**config.mk**
```make
export PLATFORM = sky130hd
export DESIGN_NAME = stream_bit_packer_flat
export DESIGN_NICKNAME = d
export VERILOG_FILES = /design/src/rtl/stream_bit_packer_if.sv /design/src/rtl/stream_bit_packer.sv /design/src/flat_wrapper.sv
export SDC_FILE = /design/constraint.sdc
export NUM_CORES = 1
export LEC_CHECK = 0
export ABC_AREA = 0
export BUFFER_PORTS_ARGS = -buffer_cell sky130_fd_sc_hd__buf_2
export CAP_MARGIN = 20
export CORE_UTILIZATION = 23
export CTS_BUF_LIST = sky130_fd_sc_hd__clkbuf_8
export DETAILED_ROUTE_END_ITERATION = 12
export SLEW_MARGIN = 10
export SYNTH_ARGS = -nofsm -noshare
export SYNTH_HDL_FRONTEND = slang
export SYNTH_SLANG_ARGS = --single-unit
```
**constraint.sdc**
```tcl
create_clock -name clk -period 5.9 [get_ports clk]
set_clock_uncertainty 0.2 [all_clocks]
set_input_delay 0 -clock clk [delete_from_list [all_inputs] [get_ports clk]]
set_output_delay 0 -clock clk [all_outputs]
set_load 0.05 [all_outputs]
```
**src/rtl/stream_bit_packer_if.sv**
```systemverilog
// AXI-stream style bus carrying a bit-count tkeep field; shared by the input
// and output sides of stream_bit_packer.
interface stream_bit_packer_if #(
  parameter int DATA_W = 16,
  parameter int KEEP_W = 5
);
  logic [DATA_W-1:0] tdata;
  logic              tvalid;
  logic [KEEP_W-1:0] tkeep;
  logic              tlast;
  logic              tready;

  modport master (output tdata, output tvalid, output tkeep, output tlast, input  tready);
  modport slave  (input  tdata, input  tvalid, input  tkeep, input  tlast, output tready);
endinterface

```
**src/rtl/stream_bit_packer.sv**
```systemverilog
// Densely packs bit-count-keyed 16-bit beats LSB-first into full words, flushing on tlast.
// Optional STREAM_BIT_PACKER_STATS_EN adds stat_words / stat_packets counters.
module stream_bit_packer #(
  parameter int DATA_W = 16,
  parameter int KEEP_W = 5
) (
  input  logic                clk,
  input  logic                reset,
  stream_bit_packer_if.slave  input_bus,
  stream_bit_packer_if.master output_bus
`ifdef STREAM_BIT_PACKER_STATS_EN
  ,
  output logic [15:0]         stat_words,
  output logic [15:0]         stat_packets
`endif
);

  localparam int ACC_W  = 2 * DATA_W;
  localparam int FILL_W = KEEP_W + 1;

  typedef enum logic [1:0] {
    ACCUM,
    EMIT,
    FLUSH
  } state_t;

  state_t              state_q, state_d;
  logic [ACC_W-1:0]    acc_q, acc_d;
  logic [FILL_W-1:0]   fill_q, fill_d;
  logic [DATA_W-1:0]   out_data_q, out_data_d;
  logic [KEEP_W-1:0]   out_keep_q, out_keep_d;
  logic                out_last_q, out_last_d;
  logic                out_valid_q, out_valid_d;
  logic                live_q;

  logic [KEEP_W-1:0]   k;
  logic [ACC_W-1:0]    masked;
  logic [FILL_W-1:0]   fill_sum;
  logic                slot_free;
  logic                in_ready;

  // live_q keeps input_tready low while reset is held, yet stays purely registered
  assign in_ready  = (state_q == ACCUM) && live_q;
  assign slot_free = !out_valid_q || output_bus.tready;

  assign input_bus.tready  = in_ready;
  assign output_bus.tdata  = out_data_q;
  assign output_bus.tkeep  = out_keep_q;
  assign output_bus.tlast  = out_last_q;
  assign output_bus.tvalid = out_valid_q;

  always_comb begin
    k = (input_bus.tkeep > KEEP_W'(DATA_W)) ? KEEP_W'(DATA_W) : input_bus.tkeep;
    masked = {{DATA_W{1'b0}}, input_bus.tdata} & ((ACC_W'(1) << k) - ACC_W'(1));
    fill_sum = fill_q + FILL_W'(k);
  end

  always_comb begin
    state_d     = state_q;
    acc_d       = acc_q;
    fill_d      = fill_q;
    out_data_d  = out_data_q;
    out_keep_d  = out_keep_q;
    out_last_d  = out_last_q;
    out_valid_d = out_valid_q && !output_bus.tready;

    unique case (state_q)
      ACCUM: begin
        if (input_bus.tvalid && in_ready) begin
          acc_d  = acc_q | (masked << fill_q);
          fill_d = fill_sum;
          if (input_bus.tlast) begin
            state_d = FLUSH;
          end else if (fill_sum >= FILL_W'(DATA_W)) begin
            state_d = EMIT;
          end
        end
      end

      EMIT: begin
        if (slot_free) begin
          out_data_d  = acc_q[DATA_W-1:0];
          out_keep_d  = KEEP_W'(DATA_W);
          out_last_d  = 1'b0;
          out_valid_d = 1'b1;
          acc_d       = acc_q >> DATA_W;
          fill_d      = fill_q - FILL_W'(DATA_W);
          state_d     = ACCUM;
        end
      end

      FLUSH: begin
        if (slot_free) begin
          out_data_d  = acc_q[DATA_W-1:0];
          out_valid_d = 1'b1;
          if (fill_q > FILL_W'(DATA_W)) begin
            out_keep_d = KEEP_W'(DATA_W);
            out_last_d = 1'b0;
            acc_d      = acc_q >> DATA_W;
            fill_d     = fill_q - FILL_W'(DATA_W);
          end else begin
            // fill of 0..16 fits the keep field exactly, so an empty packet yields keep 0
            out_keep_d = fill_q[KEEP_W-1:0];
            out_last_d = 1'b1;
            acc_d      = '0;
            fill_d     = '0;
            state_d    = ACCUM;
          end
        end
      end

      default: state_d = ACCUM;
    endcase
  end

  always_ff @(posedge clk) begin
    if (reset) begin
      state_q     <= ACCUM;
      acc_q       <= '0;
      fill_q      <= '0;
      out_data_q  <= '0;
      out_keep_q  <= '0;
      out_last_q  <= 1'b0;
      out_valid_q <= 1'b0;
      live_q      <= 1'b0;
    end else begin
      state_q     <= state_d;
      acc_q       <= acc_d;
      fill_q      <= fill_d;
      out_data_q  <= out_data_d;
      out_keep_q  <= out_keep_d;
      out_last_q  <= out_last_d;
      out_valid_q <= out_valid_d;
      live_q      <= 1'b1;
    end
  end

`ifdef STREAM_BIT_PACKER_STATS_EN
  always_ff @(posedge clk) begin
    if (reset) begin
      stat_words   <= '0;
      stat_packets <= '0;
    end else if (out_valid_q && output_bus.tready) begin
      stat_words <= stat_words + 16'd1;
      if (out_last_q) begin
        stat_packets <= stat_packets + 16'd1;
      end
    end
  end
`endif

endmodule

```
**src/flat_wrapper.sv**
```systemverilog
// flat-port wrapper written by rule: the top's interface ports become plain ports
module stream_bit_packer_flat 
#(
  parameter int DATA_W = 16,
  parameter int KEEP_W = 5
)
  (clk, reset, input_bus_tdata, input_bus_tvalid, input_bus_tkeep, input_bus_tlast, input_bus_tready, output_bus_tdata, output_bus_tvalid, output_bus_tkeep, output_bus_tlast, output_bus_tready);
  stream_bit_packer_if #(.DATA_W(DATA_W), .KEEP_W(KEEP_W)) input_bus_i ();
  stream_bit_packer_if #(.DATA_W(DATA_W), .KEEP_W(KEEP_W)) output_bus_i ();
  input  logic clk;
  input  logic reset;
  input wire logic [$bits(input_bus_i.tdata)-1:0] input_bus_tdata;
  input wire logic [$bits(input_bus_i.tvalid)-1:0] input_bus_tvalid;
  input wire logic [$bits(input_bus_i.tkeep)-1:0] input_bus_tkeep;
  input wire logic [$bits(input_bus_i.tlast)-1:0] input_bus_tlast;
  output wire logic [$bits(input_bus_i.tready)-1:0] input_bus_tready;
  output wire logic [$bits(output_bus_i.tdata)-1:0] output_bus_tdata;
  output wire logic [$bits(output_bus_i.tvalid)-1:0] output_bus_tvalid;
  output wire logic [$bits(output_bus_i.tkeep)-1:0] output_bus_tkeep;
  output wire logic [$bits(output_bus_i.tlast)-1:0] output_bus_tlast;
  input wire logic [$bits(output_bus_i.tready)-1:0] output_bus_tready;
  assign input_bus_i.tdata = input_bus_tdata;
  assign input_bus_i.tvalid = input_bus_tvalid;
  assign input_bus_i.tkeep = input_bus_tkeep;
  assign input_bus_i.tlast = input_bus_tlast;
  assign input_bus_tready = input_bus_i.tready;
  assign output_bus_tdata = output_bus_i.tdata;
  assign output_bus_tvalid = output_bus_i.tvalid;
  assign output_bus_tkeep = output_bus_i.tkeep;
  assign output_bus_tlast = output_bus_i.tlast;
  assign output_bus_i.tready = output_bus_tready;
  stream_bit_packer #(.DATA_W(DATA_W), .KEEP_W(KEEP_W)) u_core (.clk(clk), .reset(reset), .input_bus(input_bus_i), .output_bus(output_bus_i));
endmodule
```
==> impl.org <==
** Setup path
- CP Depth :: 7
- The worst register-to-register path ends at u_core.acc_q[17].
- For this design, the slowest cell found on the critical path is a2111oi_0.
- Category of the critical setup timing path :: reg2reg
- STA classifies the critical path startpoint as a register.
- Crit path cell chain :: buf_4, inv_1, and3_1, a311o_2, o221a_2, a2111oi_0, o21ai_0
- Max incr delay on CP :: 0.96 ns
- Launching instance or port of the critical path :: u_core.fill_q[0]
- Worst reg2reg path depth :: 7
- Worst endpoint required time :: 5.87 ns
- Flop-to-flop setup slack :: 2.07 ns
- Together, buffers and inverters on the worst path number 2.
- Kind of end point of the critical path :: register
- Top cell family by delay on the critical path :: compound AO/OA/AOI/OAI gates
- Critical R2R Launch :: u_core.fill_q[0]
- Maximum fanout count along the critical path :: 46
- Following the worst setup path forward leads to its endpoint at u_core.acc_q[17].
- Endpoint arrival time on the critical path :: 3.80 ns

** Place
- In this run the tool buffered the top-level ports with 49 buffer cells.
- After legalization and detailed placement, the total HPWL measured 13340 um.
- Prior to clock tree synthesis, the placed netlist has a worst setup slack of 1.923 ns.
- At the end of routability-driven placement, the weighted congestion stood at 0.9734.

** Timing
- In the finished design, the share of the clock period the worst path needs comes to 64.88%.
- The worst path in the final design needs a cycle of 3.828 ns, including I/O delays and setup.
- FMAX :: 261.2 MHz
- Setup repair after global routing left no endpoint under its margin.
- In the final timing run, aggregate negative setup slack is 0 ns.
- Measured against its own limit, the worst slew margin works out to 23.96%.
- At the pin with the least slew margin, the transition time is 1.112 ns.
- Across all setup checks in the final design, the least slack found is 2.072 ns.
- The total count of hold-check failures in the final report is 0.
- Setup violations, final :: 0
- The max-slew violation count was 0.

** Pwr
- Peak VDD IR :: 0.0001299 V
- Total chip power :: 1.379 mW
- Power per Cell Area :: 245.2 mW/mm2
- For this design the static power due to leakage is 2.036 nW.

** Drt
- For this block, the initial DRC count from the detailed router was 524.
- In the routed design, unresolved DRC markers number 0.
- Routed wire length per instance :: 18.47 um
- The pre-antenna-repair detailed-routing pass consisted of 5 iterations.
- Vias after detailed routing :: 5640
- Via count normalized by instance count :: 5.732
- DRT antenna net count :: 0
- After detailed routing, the total wire length is 18180 um.

** Yosys
- When the netlist entered floorplanning its net count stood at 722.
- Post-synth top area cell :: dfxtp_1
- Counting distinct cell types in the post-synthesis netlist gives 83.
- Xor and xnor fraction of the mapped netlist area :: 0.5268%
- Fraction of registers with async set or reset after synthesis :: 0%
- Number of flip-flops and latches in the synthesized netlist :: 64
- Yosys attributes the largest share of cell area to dfxtp_1 26%, a21oi_1 6.8%, nand2_1 6.3%.
- After Yosys synthesis, and, or, nand and nor cells account for 23.83% of the synthesized area.
- Compound-cell area share of the yosys netlist :: 38.76%
- Cells after synthesis :: 683
- Post-synthesis instance area :: 0.004987 mm2
- Multiplexer area fraction after synthesis :: 1.882%
- During synthesis, Yosys emitted a total of 0 warnings.
- Adder-cell share of the synthesized area :: 3.412%
- Post-synthesis average cell area :: 7.302 um2
- After synthesis, the largest area contributor takes up 25.69% of total cell area.
- Of the synthesized area, sequential elements account for 25.69%.
- Prevailing post-synth register cell :: dfxtp_1
- Largest family of logic cells by synthesized area :: compound AO/OA/AOI/OAI gates
- In this run, synthesis inferred 0 flip-flops with an integrated enable.

** Clock network
- Clock slew seen by the registers of the worst setup and hold paths :: 0.08 ns
- Counting the buffers created by CTS gives 9.
- TritonCTS built the clock tree.
- Counting every sink on the clock net gives 64.
- The clock passes through at most 2 buffers.
- Depth of the CTS H-tree :: 3
- After clock tree synthesis, the repair step resized 0 gates.
- The clock reaches the later pin of the worst-skew pair after 0.34 ns.
- Cell at the root of the clock tree :: clkbuf_8

** Global route
- First-pass GRT wire length :: 28770 um
- The initial antenna violation count was 0.
- Total global routing track utilization :: 16.24%
- Grt ovf :: 0
- Vias in the first global route :: 5317
- Pin count of the biggest net entering global routing :: 48

** Floorplanning
- Overall die width :: 149.3 um
- Vertical extent of the die :: 149.3 um
- Row count :: 53
- The region available for standard cell placement spans 0.02115 mm2.
- Once the floorplan was initialized, standard cells occupied 23.58% of the core.
- Count of pins on the block boundary :: 50
- Die ar. :: 0.02228 mm2

** Final layout
- Growth of design area from synthesis to finish :: 12.82%
- In the final layout, the share of cells above drive strength 1 is 14.39%.
- # nets final :: 743
- Antenna cells :: 0
- The layout has 2306 filler cells.

** Hold path
- The tightest min-delay check is of the in2reg type.

** Status
- Status :: finished, final reports clean

** Run
- The tool flagged a number of max-cap violations equal to 0.
what timing repair did:
item	in CTS	in global routing
endpoints found under the hold margin	3	0
buffers inserted	0	0
hold buffers	2	0
cell usage after synthesis (7+ instances only):
| cell | instances |
|---|---|
| a311oi_1 | 7 |
| nand2_1 | 84 |
| clkbuf_1 | 30 |
| nand3_1 | 18 |
| nor2b_1 | 10 |
| a211oi_1 | 20 |
| and2_1 | 7 |
| o21ai_0 | 42 |
| nor3_1 | 20 |
| a31oi_1 | 16 |
| a32oi_1 | 7 |
| o31ai_1 | 9 |
| a21oi_1 | 68 |
| nor2_1 | 59 |
| inv_1 | 19 |
| a22oi_1 | 7 |
| nor4_1 | 7 |
| and3_1 | 7 |
| buf_2 | 13 |
| dfxtp_1 | 64 |
| ha_1 | 12 |
| o211ai_1 | 15 |
metal layers:
metal	track usage (%)	routed length, um
met4	8.418	849
met3	2.355	1116
met5	0	0
met2	27.44	8813
met1	19.92	7399
area by class of cell:
cell class              instances  area (um2)  area share (%)
flip-flops and latches         64        1281           22.77
clock inverters                 6       43.79          0.7783
multi-input cells             549        3412           60.64
repair buffers                 60       332.8           5.915
clock buffers                  10       137.6           2.446
well taps                     275       344.1           6.115
inverters                      20       75.07           1.334
cell families after synthesis:
group / count (synthesis)
xor+xnor: 3
simple gates: 248
buf+inv: 70
flops: 64
fa+ha+maj: 13
mux: 8
compound gates: 277
sequential cells by signal, indices dropped and copies added (netlist names):
register / cells
u_core.output_bus.tkeep: 5
u_core.live_q: 1
u_core.fill_q: 6
u_core.acc_q: 32
u_core.state_q: 2
u_core.output_bus.tdata: 16
u_core.output_bus.tvalid: 1
u_core.output_bus.tlast: 1
stage by stage:
step                hold WS, ns  utilization (%)  cells  cell area (um2)
global route            0.05696            26.60    984             5627
floorplan               0.04530                -    683             4987
CTS                     0.04177            26.53    982             5612
finish                  0.04498            26.60    984             5627
detailed placement       0.1884            25.58    964             5410
global placement         0.1959            25.58    964             5410
layout by cell type, fill, tap and decap left out, drive strengths merged, types with 8 or more instances in the layout:
cell    count
clkbuf     10
nor3       20
nand3      18
nor2       60
a211oi     22
ha         12
inv        20
o21ai      48
o31ai      11
nor2b      10
o211ai     16
a31oi      16
nand2      84
a21oi      68
buf        58
a22oi       8
dfxtp      64
worst min-delay path by stage:
stage	startpoint	endpoint	cells past startpoint
floorplan	input_bus_tlast	u_core.state_q[1]	2
global placement	input_bus_tlast	u_core.state_q[1]	3
detailed placement	input_bus_tlast	u_core.state_q[1]	3
CTS	input_bus_tkeep[0]	u_core.fill_q[0]	4
global route	input_bus_tkeep[0]	u_core.fill_q[0]	4
finish	input_bus_tkeep[0]	u_core.fill_q[0]	4
report_power, final:
group / switching [mW] / internal (mW) / total, mW
Sequential: 0.0308 / 0.465 / 0.496
Combinational: 0.366 / 0.162 / 0.528
Clock: 0.190 / 0.165 / 0.355
worst register-to-register path: stages (launching register included):
cell and delay [ns]:
dfxtp_1 0.32, buf_4 0.39, inv_1 0.54, and3_1 0.33, a311o_2 0.41, o221a_2 0.27
a2111oi_0 0.96, o21ai_0 0.23
No activity file was read; power rests on OpenSTA's default activity.
